### src/rtl/pw_entry.sv
// Four-digit code entry: debounced KEY[1] stores SW[3:0] digits, SEND holds the code until acknowledged.
// Optional build macro PW_ENTRY_MASK_EN shows entered digits as dashes instead of hex glyphs.
module pw_entry #(
    parameter int DEBOUNCE_CYCLES = 250000
) (
    input  logic        CLOCK_50,
    input  logic [1:0]  KEY,
    input  logic [9:0]  SW,
    input  logic        code_ack,
    output logic [15:0] code_out,
    output logic        code_valid,
    output logic [6:0]  HEX3,
    output logic [6:0]  HEX2,
    output logic [6:0]  HEX1,
    output logic [6:0]  HEX0,
    output logic [2:0]  LEDR
);

    localparam int CW = $clog2(DEBOUNCE_CYCLES + 1);
    localparam logic [6:0] BLANK = 7'b1111111;

    typedef enum logic {ENTRY, SEND} state_t;

    logic          rst_n;
    logic          key_s1, key_s2, key_deb, press;
    logic [CW-1:0] deb_cnt;

    state_t         state, state_n;
    logic [3:0][3:0] dig_q, dig_n;      // dig_q[0] is the first digit entered
    logic [1:0]      cnt_q, cnt_n;
    logic [15:0]     code_q, code_n;
    logic            valid_q, valid_n;
    logic [3:0][6:0] hex_q, hex_n;

    assign rst_n = KEY[0];

    function automatic logic [6:0] glyph(input logic [3:0] d);
`ifdef PW_ENTRY_MASK_EN
        glyph = 7'b0111111;
`else
        case (d)
            4'h0: glyph = 7'b1000000;  4'h1: glyph = 7'b1111001;
            4'h2: glyph = 7'b0100100;  4'h3: glyph = 7'b0110000;
            4'h4: glyph = 7'b0011001;  4'h5: glyph = 7'b0010010;
            4'h6: glyph = 7'b0000010;  4'h7: glyph = 7'b1111000;
            4'h8: glyph = 7'b0000000;  4'h9: glyph = 7'b0010000;
            4'hA: glyph = 7'b0001000;  4'hB: glyph = 7'b0000011;
            4'hC: glyph = 7'b1000110;  4'hD: glyph = 7'b0100001;
            4'hE: glyph = 7'b0000110;  default: glyph = 7'b0001110;
        endcase
`endif
    endfunction

    // Debounced level follows the synchronized key only after a full run of
    // DEBOUNCE_CYCLES differing samples; the falling transition emits press.
    always_ff @(posedge CLOCK_50) begin
        if (!rst_n) begin
            key_s1  <= 1'b1;
            key_s2  <= 1'b1;
            key_deb <= 1'b1;
            deb_cnt <= '0;
            press   <= 1'b0;
        end else begin
            key_s1 <= KEY[1];
            key_s2 <= key_s1;
            press  <= 1'b0;
            if (key_s2 != key_deb) begin
                if (deb_cnt == CW'(DEBOUNCE_CYCLES - 1)) begin
                    key_deb <= key_s2;
                    deb_cnt <= '0;
                    press   <= key_deb;
                end else begin
                    deb_cnt <= deb_cnt + 1'b1;
                end
            end else begin
                deb_cnt <= '0;
            end
        end
    end

    always_ff @(posedge CLOCK_50) begin
        if (!rst_n) begin
            state   <= ENTRY;
            dig_q   <= '0;
            cnt_q   <= '0;
            code_q  <= '0;
            valid_q <= 1'b0;
            hex_q   <= {4{BLANK}};
        end else begin
            state   <= state_n;
            dig_q   <= dig_n;
            cnt_q   <= cnt_n;
            code_q  <= code_n;
            valid_q <= valid_n;
            hex_q   <= hex_n;
        end
    end

    always_comb begin
        state_n = state;
        dig_n   = dig_q;
        cnt_n   = cnt_q;
        code_n  = code_q;
        valid_n = valid_q;
        hex_n   = {4{BLANK}};
        case (state)
            ENTRY: begin
                if (SW[9]) begin
                    dig_n = '0;
                    cnt_n = '0;
                end else if (press) begin
                    dig_n[cnt_q] = SW[3:0];
                    if (cnt_q == 2'd3) begin
                        state_n = SEND;
                        code_n  = {dig_n[0], dig_n[1], dig_n[2], dig_n[3]};
                        valid_n = 1'b1;
                        cnt_n   = '0;
                    end else begin
                        cnt_n = cnt_q + 2'd1;
                    end
                end
            end
            SEND: begin
                if (code_ack) begin
                    state_n = ENTRY;
                    dig_n   = '0;
                    cnt_n   = '0;
                    code_n  = '0;
                    valid_n = 1'b0;
                end
            end
            default: state_n = ENTRY;
        endcase
        // Display is derived from next-state values so it lands on the storing edge.
        for (int i = 0; i < 4; i++) begin
            if (state_n == SEND || 2'(i) < cnt_n)
                hex_n[i] = glyph(dig_n[i]);
        end
    end

    assign code_out   = code_q;
    assign code_valid = valid_q;
    assign HEX3       = hex_q[0];
    assign HEX2       = hex_q[1];
    assign HEX1       = hex_q[2];
    assign HEX0       = hex_q[3];
    assign LEDR       = {state == SEND, cnt_q};

endmodule

### config.mk
export PLATFORM = sky130hd
export DESIGN_NAME = pw_entry
export DESIGN_NICKNAME = d
export VERILOG_FILES = /design/src/rtl/pw_entry.sv
export SDC_FILE = /design/constraint.sdc
export NUM_CORES = 1
export LEC_CHECK = 0
export CORE_MARGIN = 4
export CORE_UTILIZATION = 55
export CTS_CLUSTER_DIAMETER = 50
export DETAILED_ROUTE_END_ITERATION = 7
export GPL_TIMING_DRIVEN = 0
export HOLD_SLACK_MARGIN = 0.08
export PLACE_DENSITY_LB_ADDON = 0.12
export SYNTH_ARGS = -nofsm -noshare
export SYNTH_HDL_FRONTEND = slang
export SYNTH_SLANG_ARGS = --single-unit
### constraint.sdc
create_clock -name CLOCK_50 -period 5.2 [get_ports CLOCK_50]
set_input_delay 0.52 -clock CLOCK_50 [delete_from_list [all_inputs] [get_ports CLOCK_50]]
set_output_delay 0.52 -clock CLOCK_50 [all_outputs]
set_load 0.005 [all_outputs]
### Word-level counts from Yosys, hierarchy flattened

Memory sizes are Yosys's and may differ from the RTL's. A register that Yosys moved wholly into a read port is not among the register bits.
Index checks and enable logic that the tools add are counted.
Widths: inputs -> output; s select.

* logic and storage cells: 79
* input port bits: 14
* flip-flop bits (word level): 58
* output and inout port bits: 48
* memories kept: 4
* ROM bits: 448

* reductions and logical operators: 17
* add/subtract/negate cells: 2
* bitwise logic cells: 3
* order comparisons: 6
* mux-type cells: 27
* eq/ne operators: 7

Memories
* (name not given): words 16, width 7, read ports 1, clocked after Yosys merged registers in 1, wr ports 0, line 41 `case (d)`
* (name not given): words 16, width 7, read ports 1, clocked after Yosys merged registers in 1, wr ports 0, line 41
* (name not given): words 16, width 7, read ports 1, clocked after Yosys merged registers in 1, wr ports 0, line 41
* (name not given): words 16, width 7, read ports 1, clocked after Yosys merged registers in 1, wr ports 0, line 41

Operators by type and width (count)
* $mux 16: 7
* $pmux 16 s2: 2
* $add 18x1->18 const B: 1
* $eq 18x18->1 const B: 1
* $bwmux 16: 1
* $reduce_and 2->1: 5
* $demux 4 s2: 1
* $mux 1: 8
* $mux 2: 4
* $ne 2x2->1 const B: 4
* $logic_not 1->1: 4
* $logic_or 1x1->1: 4
* $lt 1x2->1 const A: 2
* $lt 2x2->1 const A: 2
* $mux 4: 1
* $pmux 1 s2: 2
* $pmux 2 s2: 1
* $reduce_and 4->1: 1
* $lt 2x3->1 const B: 1
* $not 1->1: 3
* $reduce_and 3->1: 1
* $reduce_or 3->1: 1
* $add 2x1->2 const B: 1
* $eq 2x2->1 const B: 1
* 3 further kinds: 3

### Longest topological paths before layout

Gate-level depths: netlist (run 1).

* depth after elaboration: 9
* depth in mapped cells: 10
* depth with buffers taken out: 10

### Least setup slack after synthesis (run 1)

OpenSTA, ideal clock, no wires.

* path type: flip-flop to flip-flop
* start point: register cnt_q[0]
* end point: register hex_q (netlist bit HEX0[0])
* cell stages (with the launch flop): 9
* path buffers: 1
* arrival: 2.386 ns
* setup time: 0.134 ns
* setup slack: 2.680 ns
* path through: dfxtp_1 ha_1 nor4bb_1 buf_2 a22oi_1 inv_1 ha_1 and3_1 or4_1

RTL lines
* from (decl): line 30 `logic [1:0] cnt_q, cnt_n;`
* from (signal assigned): line 92 `cnt_q <= cnt_n;`
* to (decl): line 33 `logic [3:0][6:0] hex_q, hex_n;`

==> results.yml, run 1 <==
logic_synthesis:
  syn_nets: 488
  synthCells: 445
  synth_top_area_share_pct: 40.2
  ys_types: 65
  ys.flop_type: "dfxtp_1"
  avgSynthCellArea_um2: 9.63
  yosysSeqAreaShare_pct: 40.2
  ys_seq_elements: 86
  yosysTopAreaCell: "dfxtp_1"
  synth.area.top_cells: "dfxtp_1, ha_1, mux2_2, nor2b_1, mux2i_1"
  synthesis.area_um2: 4290
  synthTopCellsByCount: "dfxtp_1, nor2_1, ha_1"
  synth-edff-count: 0
  synth-async-reset-ratio_pct: 0
  synth_most_common_cell: "dfxtp_1"
  yosysWarnings: 0
critical_path:
  critPathArrivalTime_ns: 3.40
  end_kind: "register"
  cp_max_fo: 10
  required_ns: 5.43
  cp-start-kind: "input pin"
  crit_type: "input pin to register"
clock_network:
  cts_tree: "done"
  cts.sinks: 86
  htree_levels: 3
  clkSlewWorstSetupHoldPaths_ns: 0.09
  clock_latency_ns: 0.36
  cts_hold_buf: 0
  cts_buffers: 9
  cts_buffer_depth: 2
  root_buffer: "clkbuf_8"
  cts_resized: 0
  post-cts-setup-buffers: 0
timing:
  fmax_ghz: 0.315
  drv_slew: 0
  setup_viol: 0
  fin_ws_ns: 2.03
  hold-worst-slack_ns: 0.423
  slew_headroom_pct: 44.4
  tightest_slew_ns: 0.834
  layout_min_cycle_time_ns: 3.17
  skew_ns: 0.00914
  fin_setup_tns_ns: 0
  hold_violations: 0
  period_share_pct: 61.0
  rsz0062_at_grt: "no"
floorplan:
  initial_utilization_pct: 57.9
  dieArea_um2: 9270
  dieHeight_um: 96.3
  ios: 62
  rows: 31
  core_area_um2: 7410
  die_x_um: 96.3
final_layout:
  multi_input_area_um2: 2390
  fillers: 591
  layout-drive-gt1-share_pct: 11.6
  diodes: 0
  post-route-util_pct: 69.9
  final_nets: 555
  ff_latch_area_um2: 1720
  syn2layout_area_growth_pct: 20.8
power:
  p_total_mw: 1.17
  powerDensity_nw_per_um2: 226
  total_leakage_power_nw: 1.93
  switching_share_pct: 23.0
  p_sw_mw: 0.269
  combPwrFrac_pct: 2.5
  power.internal_mw: 0.900
  ir_worst_vdd_mv: 0.137
  seq_power_share_pct: 56.4
  power_frac_clock_pct: 41.1
grt:
  busiest_layer: "met2"
  grt_pass1_wl_um: 16500
  antenna_found_initial: 0
  grt_remaining_overflow: 0
  grt_max_degree: 17
  grt_pass1_vias: 3434
  grtUsageMet3_pct: 4.93
  track_usage_pct: 23.1
  gr-usage-met2_pct: 37.6
  met1_usage_pct: 30.3
routing:
  postRouteAntennaNets: 0
  wl_um: 9790
  viasPerCell: 5.74
  wl_per_cell_um: 15.9
  drc: 0
  drtIter0Drc: 175
  via_count: 3533
  first_pass_iters: 4
placement:
  pre_cts_ws_ns: 1.71
  dp_hpwl_um: 7250
  port_buffers: 56
  gp_congestion: 0.890
status:
  status: "completed"
hold_path:
  hold_class: "register to register"
job:
  drv_cap: 0
## registers in the layout, indices dropped and copies added, names as in the netlist
signal	cells
deb_cnt	18
code_out	16
dig_q	16
HEX0	7
HEX1	7
HEX2	7
HEX3	7
cnt_q	2
code_valid	1
key_deb	1
key_s1	1
key_s2	1
press	1
state	1
## kinds of logic (layout without fill, tap and decap cells)
group | after synthesis | after routing | share of synthesized area [%]
xor gates and xnor gates | 18 | 18 | 3.68
buffers and inverters | 38 | 110 | 4.06
muxes | 30 | 30 | 7.73
adders and majority gates | 29 | 29 | 8.46
AOI/OAI and AO/OA | 88 | 88 | 15.8
DFF | 86 | 86 | 40.2
and+or+nand+nor | 156 | 156 | 20.1
## cells in the final DEF, fill, tap and decap left out, types with 3 or more instances in the layout
cell             count
buf_2                7
and2_1              15
buf_4                4
mux2i_1             14
o211ai_1             3
nor4b_1              3
o221ai_1            11
ha_1                29
nor2_1              32
nand4_1              5
a22oi_1             18
nor2b_1             24
o21ai_1              3
clkdlybuf4s50_1     56
a21oi_1              7
nand2_1             24
xnor2_1              7
a221o_1              3
xor2_1              11
clkbuf_1             6
nor3_1               8
a22o_1               5
nand3_1             14
inv_1               17
o21ai_0             11
nand3b_1             3
clkbuf_8             9
mux2_2              14
o31ai_1              3
and3_1               4
nand2b_1             8
dfxtp_1             86
a211oi_1             3
## layer usage
layer  up-vias  part of all wire [%]
li1       1728                     -
met1      1698                    45
met2        97                    49
met3        10                   5.0
met4         0                  0.91
met5         -                     0
## power groups by stage
stage	clock [mW]	combinational, mW	sequential [mW]
finish	0.480	0.0293	0.659
global route	0.524	0.0311	0.660
CTS	0.492	0.0290	0.659
detailed placement	0	0.0289	0.675
global placement	0	0.0287	0.675
floorplan	0	0.0136	0.675
## stage by stage
stage	area [um^2]	cells
floorplan	4290	445
detailed placement	4970	600
global route	5180	616
CTS	5180	616
global placement	4970	600
finish	5180	616
## area by class of cell
class	instances	area share, %
Inverter	19	1.38
Timing Repair Buffer	56	10.8
Buffer	19	1.98
Tap cell	99	2.39
Multi-Input combinational cell	321	46.2
Sequential cell	86	33.3
Clock buffer	9	2.39
Clock inverter	7	1.59
## worst max-delay path: stages
cell	delay, ns
clkdlybuf4s50_1	0.53
buf_2	0.25
nor2_1	0.08
a21o_1	0.21
a22oi_1	0.65
inv_1	0.17
ha_1	0.31
and3_1	0.17
or4_1	0.50
## path summary, 6_finish.rpt
| check | start | to | slack, ns | cells past startpoint |
|---|---|---|---|---|
| setup / recovery | SW[9] | HEX0[0]$_SDFF_PN1_ | 2.03 | 9 |
| setup reg to reg | cnt_q[0]$_SDFF_PN0_ | HEX0[0]$_SDFF_PN1_ | 2.17 | 8 |
| hold reg to reg | key_s1$_SDFF_PN1_ | key_s2$_SDFF_PN1_ | 0.42 | 1 |
| hold / removal | key_s1$_SDFF_PN1_ | key_s2$_SDFF_PN1_ | 0.42 | 1 |
(Power assumes the default switching activity.)
==> inputs of run 2 (changes only) <==
--- a/config.mk
+++ b/config.mk
@@ -6,7 +6,7 @@
 export NUM_CORES = 1
 export LEC_CHECK = 0
 export CORE_MARGIN = 4
-export CORE_UTILIZATION = 55
+export CORE_UTILIZATION = 49
 export CTS_CLUSTER_DIAMETER = 50
 export DETAILED_ROUTE_END_ITERATION = 7
 export GPL_TIMING_DRIVEN = 0
==> constraint.sdc (replaced) <==
create_clock -name CLOCK_50 -period 2.7 [get_ports CLOCK_50]
set_input_delay 0.27 -clock CLOCK_50 [delete_from_list [all_inputs] [get_ports CLOCK_50]]
set_output_delay 0.27 -clock CLOCK_50 [all_outputs]
set_load 0.005 [all_outputs]
==> results.yml, run 2 (synthesis results as in run 1) <==
status:
  status: "completed"
power:
  p_total_mw: 2.34
  total_leakage_power_nw: 1.95
  ir_worst_vdd_mv: 0.224
  powerDensity_nw_per_um2: 446
floorplan:
  dieArea_um2: 10300
  rows: 33
  core_area_um2: 8380
  die_x_um: 102
  dieHeight_um: 102
  ios: 62
  initial_utilization_pct: 51.1
final_layout:
  most-common-layout-cells: "dfxtp_1, clkdlybuf4s50_1, nor2_1"
  ff_latch_area_um2: 1720
  layout_commonest_cell: "dfxtp_1"
  post-route-util_pct: 62.5
  largest_reg_flops: 18
  fillers: 722
  syn2layout_area_growth_pct: 22.2
  largest-register: "deb_cnt"
  multi_input_area_um2: 2410
  final_nets: 557
  layout-drive-gt1-share_pct: 13.1
  diodes: 0
  fin_cells: 624
placement:
  gp_congestion: 0.821
  dp_hpwl_um: 7210
  place_inst: 606
  port_buffers: 56
hold_path:
  worstHoldStart: "key_s1$_SDFF_PN1_"
  hold_class: "register to register"
  hold-path-endpoint: "key_s2$_SDFF_PN1_"
  hold_depth: 1
grt:
  grt_pass1_wl_um: 16300
  track_usage_pct: 20.1
  grt_remaining_overflow: 0
  grt_max_degree: 16
  grt_pass1_vias: 3297
  antenna_found_initial: 0
routing:
  viasPerCell: 5.56
  wl_per_cell_um: 16.2
  via_count: 3471
  drtIter0Drc: 168
  wl_um: 10100
  drc: 0
  postRouteAntennaNets: 0
  first_pass_iters: 4
critical_path:
  required_ns: 2.94
  cp_top_family: "buffers and inverters"
  crit_type: "input pin to register"
  ff2ff_path_depth: 8
  r2r_slack_ns: 0.08
  reg2reg_to: "HEX0[0]$_SDFF_PN1_"
  cp_slowest_cell: "clkdlybuf4s50_1"
  critPathBufInv: 3
  regToRegStartpoint: "cnt_q[1]$_SDFF_PN0_"
  end_kind: "register"
  cp_cell_sequence: "clkdlybuf4s50_1 -> buf_2 -> nor2_1 -> a21o_1 -> a22oi_2 -> inv_1 -> ha_1 -> and3_1 -> or4_1"
  cp_max_fo: 10
  critPathArrivalTime_ns: 2.87
  cp-start-kind: "input pin"
  cpPeakStageDelay_ns: 0.55
clock_network:
  root_buffer: "clkbuf_8"
  cts.sinks: 86
  cts_tree: "done"
  cts_buffers: 9
  cts_hold_buf: 0
  cts_buffer_depth: 2
  clkSlewWorstSetupHoldPaths_ns: 0.09
  htree_levels: 3
  clock_latency_ns: 0.36
timing:
  fmax_ghz: 0.381
  period_share_pct: 97.2
  hold_violations: 0
  skew_ns: 0.00563
  rsz0062_at_grt: "yes"
  setup_viol: 0
  tightest_slew_ns: 0.628
  slew_headroom_pct: 58.1
  drv_slew: 0
  layout_min_cycle_time_ns: 2.62
job:
  drv_cap: 0
==> run 2: worst register-to-register path, stage by stage, from the launching register on <==
cell and delay (ns):
dfxtp_1 0.42, ha_2 0.28, nor4bb_2 0.37, buf_4 0.21, a22o_2 0.23, inv_1 0.10, ha_1 0.24, and3_1 0.17
or4_1 0.49
==> run 2: power by group <==
group,leakage (nW),total (mW),internal (mW),switching (mW)
logic,1.15,0.0588,0.0244,0.0345
registers,0.695,1.27,1.27,0.00109
clock network,0.106,1.01,0.524,0.485
total,1.95,2.34,1.82,0.520
==> run 2: routing by layer <==
| layer | wire length (um) | vias up | global-route usage, % |
|---|---|---|---|
| met2 | 4850 | 94 | 33.6 |
| met1 | 4560 | 1642 | 25.9 |
| met5 | 0 | - | 0 |
| met3 | 534 | 13 | 3.72 |
| li1 | - | 1722 | - |
| met4 | 155 | 0 | 7.16 |
==> run 2: worst max-delay path by stage <==
stage,end,cells past startpoint,slack [ns],start
floorplan,HEX0[0]$_SDFF_PN1_,8,0.18,cnt_q[0]$_SDFF_PN0_
global placement,HEX0[0]$_SDFF_PN1_,9,-0.41,SW[9]
detailed placement,HEX0[0]$_SDFF_PN1_,9,-0.48,SW[9]
CTS,HEX0[0]$_SDFF_PN1_,8,0.002,cnt_q[0]$_SDFF_PN0_
global route,HEX0[0]$_SDFF_PN1_,9,-0.08,SW[9]
finish,HEX0[0]$_SDFF_PN1_,9,0.08,SW[9]
==> run 2: cell type report <==
| cell class | instances | share of cell area (%) |
|---|---|---|
| plain buffers | 19 | 2.01 |
| clock buffers | 9 | 2.36 |
| clock inverters | 7 | 1.86 |
| inverters | 19 | 1.36 |
| multi-input cells | 321 | 46.0 |
| flip-flops and latches | 86 | 32.9 |
| well taps | 105 | 2.51 |
| repair buffers | 58 | 11.0 |
==> run 2: metrics by stage <==
stage	setup TNS, ns	cell area, um^2	hold slack, ns	setup slack, ns
2_1_floorplan	0	4290	0.371	0.180
4_1_cts	0	5210	0.413	0.00181
3_3_place_gp	-1.32	4980	0.395	-0.411
5_1_grt	-0.0769	5240	0.469	-0.0769
3_5_place_dp	-1.92	4980	0.394	-0.481
6_report	0	5240	0.412	0.0761
==> run 2: timing repair <==
item,in CTS,in global routing
hold endpoints to repair,0,0
buffers inserted,0,2
endpoints found under the setup margin,3,5
gates resized for setup,4,3
